==> src/rtl/pwm_capture_if.sv <==
// Bundles the measured-pulse input with the period/high-time results and
// status flags; the capture block is the master of the result signals.
interface pwm_capture_if #(
    parameter int CNT_WIDTH = 24
);
    logic                 pwm_in;
    logic [CNT_WIDTH-1:0] period;
    logic [CNT_WIDTH-1:0] high_time;
    logic                 valid;
    logic                 timeout;
    logic                 stuck_lvl;

    modport master (
        input  pwm_in,
        output period, high_time, valid, timeout, stuck_lvl
    );

    modport slave (
        output pwm_in,
        input  period, high_time, valid, timeout, stuck_lvl
    );
endinterface

==> src/rtl/pwm_capture.sv <==
// Measures period and high time of an asynchronous pulse input in clk cycles.
// A period is reported on every rising edge after the first reference edge;
// a missing rising edge for TIMEOUT cycles drops back to IDLE and flags it.
module pwm_capture #(
    parameter int CNT_WIDTH   = 24,
    parameter int TIMEOUT     = 12000000,
    parameter int SYNC_STAGES = 2
) (
    input  logic           clk,
    input  logic           rst,
    pwm_capture_if.master  bus
);
    typedef enum logic {IDLE, MEASURE} state_t;

    localparam logic [CNT_WIDTH-1:0] ONE    = CNT_WIDTH'(1);
    localparam logic [CNT_WIDTH-1:0] TO_VAL = CNT_WIDTH'(TIMEOUT);

    logic [SYNC_STAGES-1:0] sync_q, sync_d;
    logic                   s_d_q, s_d_d;
    state_t                 state_q, state_d;
    logic [CNT_WIDTH-1:0]   cnt_q, cnt_d;
    logic [CNT_WIDTH-1:0]   hi_lat_q, hi_lat_d;
    logic [CNT_WIDTH-1:0]   period_q, period_d;
    logic [CNT_WIDTH-1:0]   high_time_q, high_time_d;
    logic                   valid_q, valid_d;
    logic                   timeout_q, timeout_d;
    logic                   stuck_lvl_q, stuck_lvl_d;

    logic                   s;
    logic                   rise;
    logic                   fall;
    logic [CNT_WIDTH-1:0]   cnt_inc;

    assign s       = sync_q[SYNC_STAGES-1];
    assign rise    = s & ~s_d_q;
    assign fall    = ~s & s_d_q;
    assign cnt_inc = cnt_q + ONE;

    // Next-state logic: synchronizer shift, edge bookkeeping and measurement FSM.
    always_comb begin
        sync_d      = {sync_q[SYNC_STAGES-2:0], bus.pwm_in};
        s_d_d       = s;
        state_d     = state_q;
        cnt_d       = cnt_q;
        hi_lat_d    = hi_lat_q;
        period_d    = period_q;
        high_time_d = high_time_q;
        valid_d     = 1'b0;
        timeout_d   = timeout_q;
        stuck_lvl_d = stuck_lvl_q;

        case (state_q)
            IDLE: begin
                // No reference edge yet: the first rise only arms the counter.
                cnt_d = '0;
                if (rise) begin
                    state_d   = MEASURE;
                    timeout_d = 1'b0;
                end
            end
            MEASURE: begin
                cnt_d = cnt_inc;
                // The rise cycle counts as the first high cycle, hence cnt+1.
                if (fall) begin
                    hi_lat_d = cnt_inc;
                end
                if (rise) begin
                    period_d    = cnt_inc;
                    high_time_d = hi_lat_q;
                    valid_d     = 1'b1;
                    cnt_d       = '0;
                end else if (cnt_inc == TO_VAL) begin
                    // Keep the last results; only the status flags change.
                    state_d     = IDLE;
                    timeout_d   = 1'b1;
                    stuck_lvl_d = s;
                    cnt_d       = '0;
                    hi_lat_d    = '0;
                end
            end
            default: begin
                state_d = IDLE;
                cnt_d   = '0;
            end
        endcase
    end

    // State and output registers; reset discards any measurement in progress.
    always_ff @(posedge clk or posedge rst) begin
        if (rst) begin
            sync_q      <= '0;
            s_d_q       <= 1'b0;
            state_q     <= IDLE;
            cnt_q       <= '0;
            hi_lat_q    <= '0;
            period_q    <= '0;
            high_time_q <= '0;
            valid_q     <= 1'b0;
            timeout_q   <= 1'b0;
            stuck_lvl_q <= 1'b0;
        end else begin
            sync_q      <= sync_d;
            s_d_q       <= s_d_d;
            state_q     <= state_d;
            cnt_q       <= cnt_d;
            hi_lat_q    <= hi_lat_d;
            period_q    <= period_d;
            high_time_q <= high_time_d;
            valid_q     <= valid_d;
            timeout_q   <= timeout_d;
            stuck_lvl_q <= stuck_lvl_d;
        end
    end

    assign bus.period    = period_q;
    assign bus.high_time = high_time_q;
    assign bus.valid     = valid_q;
    assign bus.timeout   = timeout_q;
    assign bus.stuck_lvl = stuck_lvl_q;
endmodule

==> src/flat_wrapper.sv <==
// flat-port wrapper written by rule: the top's interface ports become plain ports
module pwm_capture_flat 
#(
    parameter int CNT_WIDTH   = 24,
    parameter int TIMEOUT     = 12000000,
    parameter int SYNC_STAGES = 2
)
  (clk, rst, bus_pwm_in, bus_period, bus_high_time, bus_valid, bus_timeout, bus_stuck_lvl);
  pwm_capture_if #(.CNT_WIDTH(CNT_WIDTH)) bus_i ();
  input  logic clk;
  input  logic rst;
  input wire logic [$bits(bus_i.pwm_in)-1:0] bus_pwm_in;
  output wire logic [$bits(bus_i.period)-1:0] bus_period;
  output wire logic [$bits(bus_i.high_time)-1:0] bus_high_time;
  output wire logic [$bits(bus_i.valid)-1:0] bus_valid;
  output wire logic [$bits(bus_i.timeout)-1:0] bus_timeout;
  output wire logic [$bits(bus_i.stuck_lvl)-1:0] bus_stuck_lvl;
  assign bus_i.pwm_in = bus_pwm_in;
  assign bus_period = bus_i.period;
  assign bus_high_time = bus_i.high_time;
  assign bus_valid = bus_i.valid;
  assign bus_timeout = bus_i.timeout;
  assign bus_stuck_lvl = bus_i.stuck_lvl;
  pwm_capture #(.CNT_WIDTH(CNT_WIDTH), .TIMEOUT(TIMEOUT), .SYNC_STAGES(SYNC_STAGES)) u_core (.clk(clk), .rst(rst), .bus(bus_i));
endmodule
==> config.mk <==
export PLATFORM = sky130hd
export DESIGN_NAME = pwm_capture_flat
export DESIGN_NICKNAME = d
export VERILOG_FILES = /design/src/rtl/pwm_capture_if.sv /design/src/rtl/pwm_capture.sv /design/src/flat_wrapper.sv
export SDC_FILE = /design/constraint.sdc
export NUM_CORES = 1
export LEC_CHECK = 0
export CELL_PAD_IN_SITES_DETAIL_PLACEMENT = 0
export CELL_PAD_IN_SITES_GLOBAL_PLACEMENT = 2
export CORE_MARGIN = 2
export CORE_UTILIZATION = 38
export CTS_BUF_LIST = sky130_fd_sc_hd__clkbuf_4 sky130_fd_sc_hd__clkbuf_8 sky130_fd_sc_hd__clkbuf_16
export DETAILED_ROUTE_END_ITERATION = 10
export PLACE_DENSITY_LB_ADDON = 0.1
export SKIP_LAST_GASP = 1
export SLEW_MARGIN = 20
export SYNTH_ARGS = -nofsm -noshare
export SYNTH_HDL_FRONTEND = slang
export SYNTH_SLANG_ARGS = --single-unit
==> constraint.sdc <==
create_clock -name clk -period 6.25 [get_ports clk]
set_clock_uncertainty 0.2 [all_clocks]
set_input_delay 1.25 -clock clk [delete_from_list [all_inputs] [get_ports clk]]
set_output_delay 1.25 -clock clk [all_outputs]
set_load 0.1 [all_outputs]
* Word-level counts from Yosys, hierarchy flattened
Cells that the tools add are included.
Cells by class: bitwise logic cells 6, $add $sub $neg 1, reduce and logical (&&, ||, !) cells 3, multiplexer cells 15, equality and inequality tests 4
Operators with widths (number):
- $mux 24 | 5
- $pmux 24 s2 | 1
- $add 24x1->24 const B | 1
- $eq 24x24->1 const B | 1
- $mux 1 | 7
- $reduce_and 3->1 | 2
- $ne 2x2->1 const B | 2
- $not 1->1 | 4
- $pmux 1 s2 | 2
- $and 1x1->1 | 2
- $ne 2x1->1 const B | 1
- $reduce_and 2->1 | 1
Storage, ports and cells: output and inout port bits 51, register bits after elaboration 103, logic and storage cells 39, bits of input ports 3

* Depth between registers and ports, before layout
Gate-level depths: netlist of run 1.
depth after elaboration 5, gate-level depth with buffers 10, depth with buffers taken out 9

* Worst setup path after synthesis of run 1
OpenSTA, ideal clock, no wires.
kind register to register, start reg u_core.cnt_q[0], end reg u_core.cnt_q[6], data arrival time 2.734 ns, data required time 5.918 ns, period minus slack after synthesis 3.066 ns, path slack 3.184 ns, stages on the path, launching flop included 11, path buffers 1, library setup time 0.132 ns, cells stage by stage dfrtp_1 -> ha_1 -> nand2_1 -> nor4_1 -> nand3_1 -> xor2_1 -> nor4bb_1 -> nand4_1 -> nand3_1 -> buf_2 -> nor2_1
On the way: cells in the longest elaborated chain, start to end 5
RTL lines:
- from (decl) | RTL line pwm_capture.sv:21 | logic [CNT_WIDTH-1:0] cnt_q, cnt_d;
- from (signal assigned) | RTL line pwm_capture.sv:105 | cnt_q <= cnt_d;
- $add 24x1->24 * | RTL line pwm_capture.sv:37 | assign cnt_inc = cnt_q + ONE;
- $eq 24x24->1 | RTL line pwm_capture.sv:72 | end else if (cnt_inc == TO_VAL) begin
- $mux 24 * | RTL line pwm_capture.sv:72
- $mux 24 * | RTL line pwm_capture.sv:67 | if (rise) begin
- $pmux 24 s2 * | RTL line pwm_capture.sv:52 | case (state_q)
- named net u_core.cnt_d[6] | RTL line pwm_capture.sv:21
Mark *: on every way through the listed nets, which the timed path passes. The rest lies on a longest branch. A chain may end at the register's enable or synchronous reset.

* Final worst setup path of run 1
start reg u_core.cnt_q[0], end reg u_core.cnt_q[12]
Same word-level chain as after synthesis.

==> impl_metrics.yaml, run 1 <==
route:
  vias: 3013
  drtPass1Iterations: 4
  final_antenna_net_count: 0
  routed_wl_mm: 9.42
  drc: 0
  via_per_inst: 5.03
  drtIter0Drc: 112
  routedWlPerCell_um: 15.7
timing:
  final.setup.worst_slack_ns: 2.12
  whs_ns: 0.172
  final_hold_viol_count: 0
  finalSetupTns_ns: 0
  slew_violations: 0
  fmax_mhz: 242
  slew_headroom_pct: 32.7
  fin_crit_sh_pct: 66.1
  setup_violations: 0
  rsz0062_at_grt: "false"
  period_needed_ns: 4.13
  worst_pin_slew_ns: 1.01
critical_path:
  arrival_ns: 4.15
  rr_endpoint: "u_core.cnt_q[12]$_DFF_PP0_"
  crit_slowest_cell: "nor4_1"
  r2r_slack_ns: 2.12
  worst_setup_path_start_kind: "register"
  r2r-start: "u_core.cnt_q[0]$_DFF_PP0_"
  max_stage_delay_ns: 0.81
  critPathKind: "register to register"
  cpMostUsedCell: "nand3_1"
  crit_fanout: 22
  reg2reg_depth: 9
  cp_data_required_time_ns: 6.26
  crit_chain: "ha_1, nand2_1, nor4_1, nand3_1, xor2_1, nor4bb_1, nand4_1, nand3_1, nor2_1"
  cp-end-kind: "register"
  startpoint: "u_core.cnt_q[0]$_DFF_PP0_"
global_route:
  grt_pass1_wl_mm: 15.7
  antenna_found_initial: 0
  grt_pass1_vias: 3058
  track_usage_pct: 17.1
  gr-total-overflow: 0
  grt_max_degree: 72
cts:
  clk_path_buf_depth: 2
  clock_latency_ns: 0.37
  cts_resized: 0
  numClockSinks: 103
  cts_setup_buffers: 0
  hold_buffers: 0
  root_buffer: "clkbuf_8"
  clk_pin_slew_worst_paths_ns: 0.10
  cts_buffers: 9
  htree_levels: 3
  cts_tree: "done"
floorplan:
  die_h_um: 110
  core-area_um2: 10900
  io_pins: 54
  die-area_um2: 12100
  start_util_pct: 39.2
  rows: 38
  die_x_um: 110
placed_design:
  io_buffer_count: 53
  pre_cts_ws_ns: 2.10
  gp_congestion: 0.806
  placed_cells: 583
  place_area_um2: 4880
  hpwl_mm: 6.24
synth:
  synth-seq-area-share_pct: 60.4
  synth_area_um2: 4270
  yosys.area_share.adder_pct: 0.586
  syn-num-nets: 411
  synth_xor_area_share_pct: 4.92
  synth_warnings: 0
  synth_top_family_by_area: "simple AND/OR/NAND/NOR gates"
  synth_compound_gate_area_share_pct: 9.67
  syn_avg_cell_area_um2: 10.5
  synth-seq-cells: 103
  synth_edf_count: 0
  synthCells: 406
  synth_cell_type_count: 41
  async_flop_share_pct: 100
  synthSimpleGateAreaFrac_pct: 21.1
  synthMuxAreaShare_pct: 0
  synth-main-ff-cell: "dfrtp_1"
power:
  power_density_nw_per_um2: 285
  power.switching_uw: 506
  leakagePower_nw: 2.28
  ir_worst_vdd_uv: 241
  power_mw: 1.44
  pwr-share-comb_pct: 21.1
  swShare_pct: 35.1
  seqPwrFrac_pct: 51.6
  p_clk_share_pct: 27.3
  intPower_uw: 935
min_path:
  hp-class: "register to register"
  worstHoldStart: "u_core.sync_q[0]$_DFF_PP0_"
  holdPathStages: 0
  min_to: "u_core.sync_q[1]$_DFF_PP0_"
finish:
  num-nets-final: 459
  final_util_pct: 46.5
  layout_commonest_cell: "nand2_1"
  post_route_cells_drive_above_1_share_pct: 6.97
  syn2layout_area_growth_pct: 18.5
  antennaDiodeCount: 0
  fin_area_um2: 5060
  final_cell_mix: "nand2_1, dfrtp_1, clkdlybuf4s50_1"
  post_layout_nonfiller_instances: 599
flow_run:
  maxCapViolCount: 0
outcome:
  status: "finished clean"
[power by group through the flow]
| stage | Sequential (mW) | Clock, mW | Combinational, mW |
|---|---|---|---|
| after detailed placement | 0.755 | 0 | 0.308 |
| after global placement | 0.756 | 0 | 0.307 |
| after CTS | 0.744 | 0.407 | 0.309 |
| final | 0.744 | 0.394 | 0.304 |
| after global routing | 0.752 | 0.435 | 0.325 |
| after floorplan | 0.901 | 0 | 0.0880 |
[worst max path at each step]
stage                                           to  cells after the start  slack [ns]
2_1_floorplan  u_core.bus.high_time[0]$_DFFE_PP0P_                      1        2.10
3_3_place_gp             u_core.cnt_q[0]$_DFF_PP0_                      9        2.20
3_5_place_dp            u_core.cnt_q[12]$_DFF_PP0_                      9        2.10
4_1_cts                  u_core.cnt_q[6]$_DFF_PP0_                      9        2.10
5_1_grt                 u_core.cnt_q[21]$_DFF_PP0_                      9        1.77
6_report                u_core.cnt_q[12]$_DFF_PP0_                      9        2.12
[kinds of logic (layout without fill, tap and decap cells)]
family | Yosys count | after routing
and+or+nand+nor | 193 | 193
buffers and inverters | 25 | 78
adders and majority gates | 2 | 2
xor gates and xnor gates | 24 | 24
DFF | 103 | 103
AOI/OAI and AO/OA | 59 | 59
[cell usage after synthesis, types with 5 or more instances]
cell | instances | share of area [%]
dfrtp_1 | 103 | 60
nand4_1 | 9 | 1.3
xor2_1 | 11 | 2.3
clkbuf_1 | 9 | 0.79
nand3_1 | 14 | 1.6
o21ai_0 | 28 | 3.3
nor2_1 | 33 | 2.9
xnor2_1 | 13 | 2.7
nand2_1 | 109 | 9.6
o2bb2ai_1 | 24 | 4.9
buf_6 | 5 | 1.3
inv_1 | 6 | 0.53
[sequential cells by signal (all words and copies together) (netlist names)]
name,cells
u_core.bus.high_time,24
u_core.bus.period,24
u_core.bus.stuck_lvl,1
u_core.bus.timeout,1
u_core.bus.valid,1
u_core.cnt_q,24
u_core.hi_lat_q,24
u_core.s_d_q,1
u_core.state_q,1
u_core.sync_q,2
[per-layer routing]
| metal | routed length (µm) | part of all wire (%) | GRT usage, % |
|---|---|---|---|
| met1 | 4730 | 50 | 24.4 |
| met2 | 4320 | 46 | 26.2 |
| met3 | 267 | 2.8 | 3.47 |
| met4 | 107 | 1.1 | 5.42 |
| met5 | 0 | 0 | 0 |
[area by class of cell]
type | instances | area (µm²)
timing repair buffer | 55 | 546
clock inverter | 5 | 41.3
sequential | 103 | 2580
fill | 1071 | 5830
inverter | 7 | 28.8
multi-input combinational | 278 | 1550
clock buffer | 11 | 139
tap | 140 | 175
[critical path, delay by kind of cell, from the launching register on]
kind / cells / cell delay (ns)
adders and majority gates: 1 / 0.29
DFF: 1 / 0.46
xor gates and xnor gates: 1 / 0.41
and+or+nand+nor: 7 / 2.61
Note: power is estimated with default switching activity, not from simulation.
==> inputs of run 2 (changes only) <==
- CORE_UTILIZATION: 38 -> 35
- clock period: 6.25 -> 4 ns (I/O delays scaled with it)
==> run 2 against run 1 <==
Cell area grew 4.0%. Final cell count grew 2.8%. Worst hold slack lost 0.017 ns. Non-clock buffer count grew 11. Global-route usage shrank 0.99 points. Register-to-register slack lost 1.5 ns. Power grew 74%. Sequential power grew 56%. Largest power group unchanged.
==> impl_metrics.yaml, run 2 (synthesis results as in run 1) <==
finish:
  antennaDiodeCount: 0
  seq_area_um2: 2580
  syn2layout_area_growth_pct: 23.3
  fillCellCount: 1152
  fin_area_um2: 5260
  multi_input_area_um2: 1550
  num-nets-final: 470
  final_cell_mix: "nand2_1, dfrtp_1, clkdlybuf4s50_1"
  post_route_cells_drive_above_1_share_pct: 8.96
  final_util_pct: 44.0
  layout_commonest_cell: "nand2_1"
  post_layout_nonfiller_instances: 616
timing:
  setup_violations: 0
  fmax_mhz: 296
  finalSetupTns_ns: 0
  rsz0062_at_grt: "false"
  final_hold_viol_count: 0
  whs_ns: 0.155
  fin_crit_sh_pct: 84.5
  slew_violations: 0
  period_needed_ns: 3.38
  final.setup.worst_slack_ns: 0.619
  slew_headroom_pct: 34.8
  worst_pin_slew_ns: 0.974
cts:
  cts_tree: "done"
  clk_path_buf_depth: 2
  numClockSinks: 103
  hold_buffers: 0
  clock_latency_ns: 0.34
  clk_pin_slew_worst_paths_ns: 0.07
  cts_resized: 0
  cts_setup_buffers: 0
  root_buffer: "clkbuf_16"
  cts_buffers: 9
  htree_levels: 3
floorplan:
  core-area_um2: 12000
  die_h_um: 114
  die_x_um: 114
  die-area_um2: 13100
  rows: 40
  start_util_pct: 35.7
  io_pins: 54
global_route:
  track_usage_pct: 16.1
  grt_pass1_vias: 3112
  gr-total-overflow: 0
  grt_pass1_wl_mm: 16.5
  antenna_found_initial: 0
  grt_max_degree: 86
placed_design:
  place_area_um2: 4970
  hpwl_mm: 6.59
  placed_cells: 601
  io_buffer_count: 53
  gp_congestion: 0.837
  pre_cts_ws_ns: 0.628
critical_path:
  critPathKind: "register to register"
  worst_setup_path_start_kind: "register"
  cp-end-kind: "register"
  cp_data_required_time_ns: 4.01
  crit_fanout: 14
  arrival_ns: 3.39
route:
  top_layer: "met4"
  routedWlPerCell_um: 15.8
  final_antenna_net_count: 0
  routed_wl_mm: 9.71
  drtIter0Drc: 124
  via_per_inst: 5.01
  drc: 0
  wl_met1_mm: 4.72
  wl_met2_mm: 4.56
  wl_met3_um: 279
  vias: 3087
  drtPass1Iterations: 4
outcome:
  status: "finished clean"
power:
  power_mw: 2.50
  power_density_nw_per_um2: 475
  ir_worst_vdd_uv: 308
  leakagePower_nw: 2.39
min_path:
  hp-class: "register to register"
flow_run:
  maxCapViolCount: 0
[run 2: changes by cell type in the layout (fill, tap and decap cells not counted)]
| cell | previous run | this run |
|---|---|---|
| buf_4 | 2 | 13 |
| inv_4 | 1 | 0 |
| clkbuf_8 | 9 | 3 |
| clkbuf_4 | 2 | 3 |
| clkinv_4 | 1 | 0 |
| clkinvlp_4 | 2 | 0 |
| clkbuf_16 | 0 | 9 |
| inv_6 | 2 | 1 |
[run 2: where the power goes]
part / switching (mW) / internal, mW / total [mW]
clock network: 0.362 / 0.491 / 0.854
registers: 0.0553 / 1.11 / 1.16
logic: 0.371 / 0.114 / 0.486
total: 0.789 / 1.71 / 2.50
[run 2: routing by layer]
metal | GRT usage (%) | vias to the layer above
met5 | 0 | -
met4 | 5.12 | 0
met3 | 3.44 | 11
met2 | 24.9 | 44
met1 | 22.8 | 1535
li1 | - | 1497
[run 2: area by class of cell]
| cell class | count | area share (%) |
|---|---|---|
| well taps | 147 | 3.49 |
| repair buffers | 66 | 11.9 |
| inverters | 7 | 0.594 |
| multi-input cells | 278 | 29.5 |
| clock buffers | 15 | 5.49 |
| flip-flops and latches | 103 | 49.0 |
[run 2: path summary, 6_finish.rpt]
check | start | endpoint | slack [ns] | cells after the start
min in group asynchronous | rst | u_core.bus.high_time[12]$_DFFE_PP0P_ | 0.74 | 2
worst min-delay path | u_core.sync_q[0]$_DFF_PP0_ | u_core.sync_q[1]$_DFF_PP0_ | 0.15 | 0
worst max-delay path | u_core.cnt_q[0]$_DFF_PP0_ | u_core.hi_lat_q[10]$_DFFE_PP0P_ | 0.62 | 10
worst min register to register | u_core.sync_q[0]$_DFF_PP0_ | u_core.sync_q[1]$_DFF_PP0_ | 0.15 | 0
worst max register to register | u_core.cnt_q[0]$_DFF_PP0_ | u_core.hi_lat_q[10]$_DFFE_PP0P_ | 0.62 | 10
max in group asynchronous | rst | u_core.bus.high_time[0]$_DFFE_PP0P_ | 2.12 | 3
[run 2: worst max-delay path: stages, from the launching register on]
cell and delay [ns]:
dfrtp_1 0.44, ha_1 0.29, nand2_1 0.18, nor3_4 0.35, nand4_1 0.15, xor2_1 0.22
or4_1 0.60, o41ai_2 0.35, nand3_2 0.12, buf_4 0.21, o2bb2ai_1 0.13
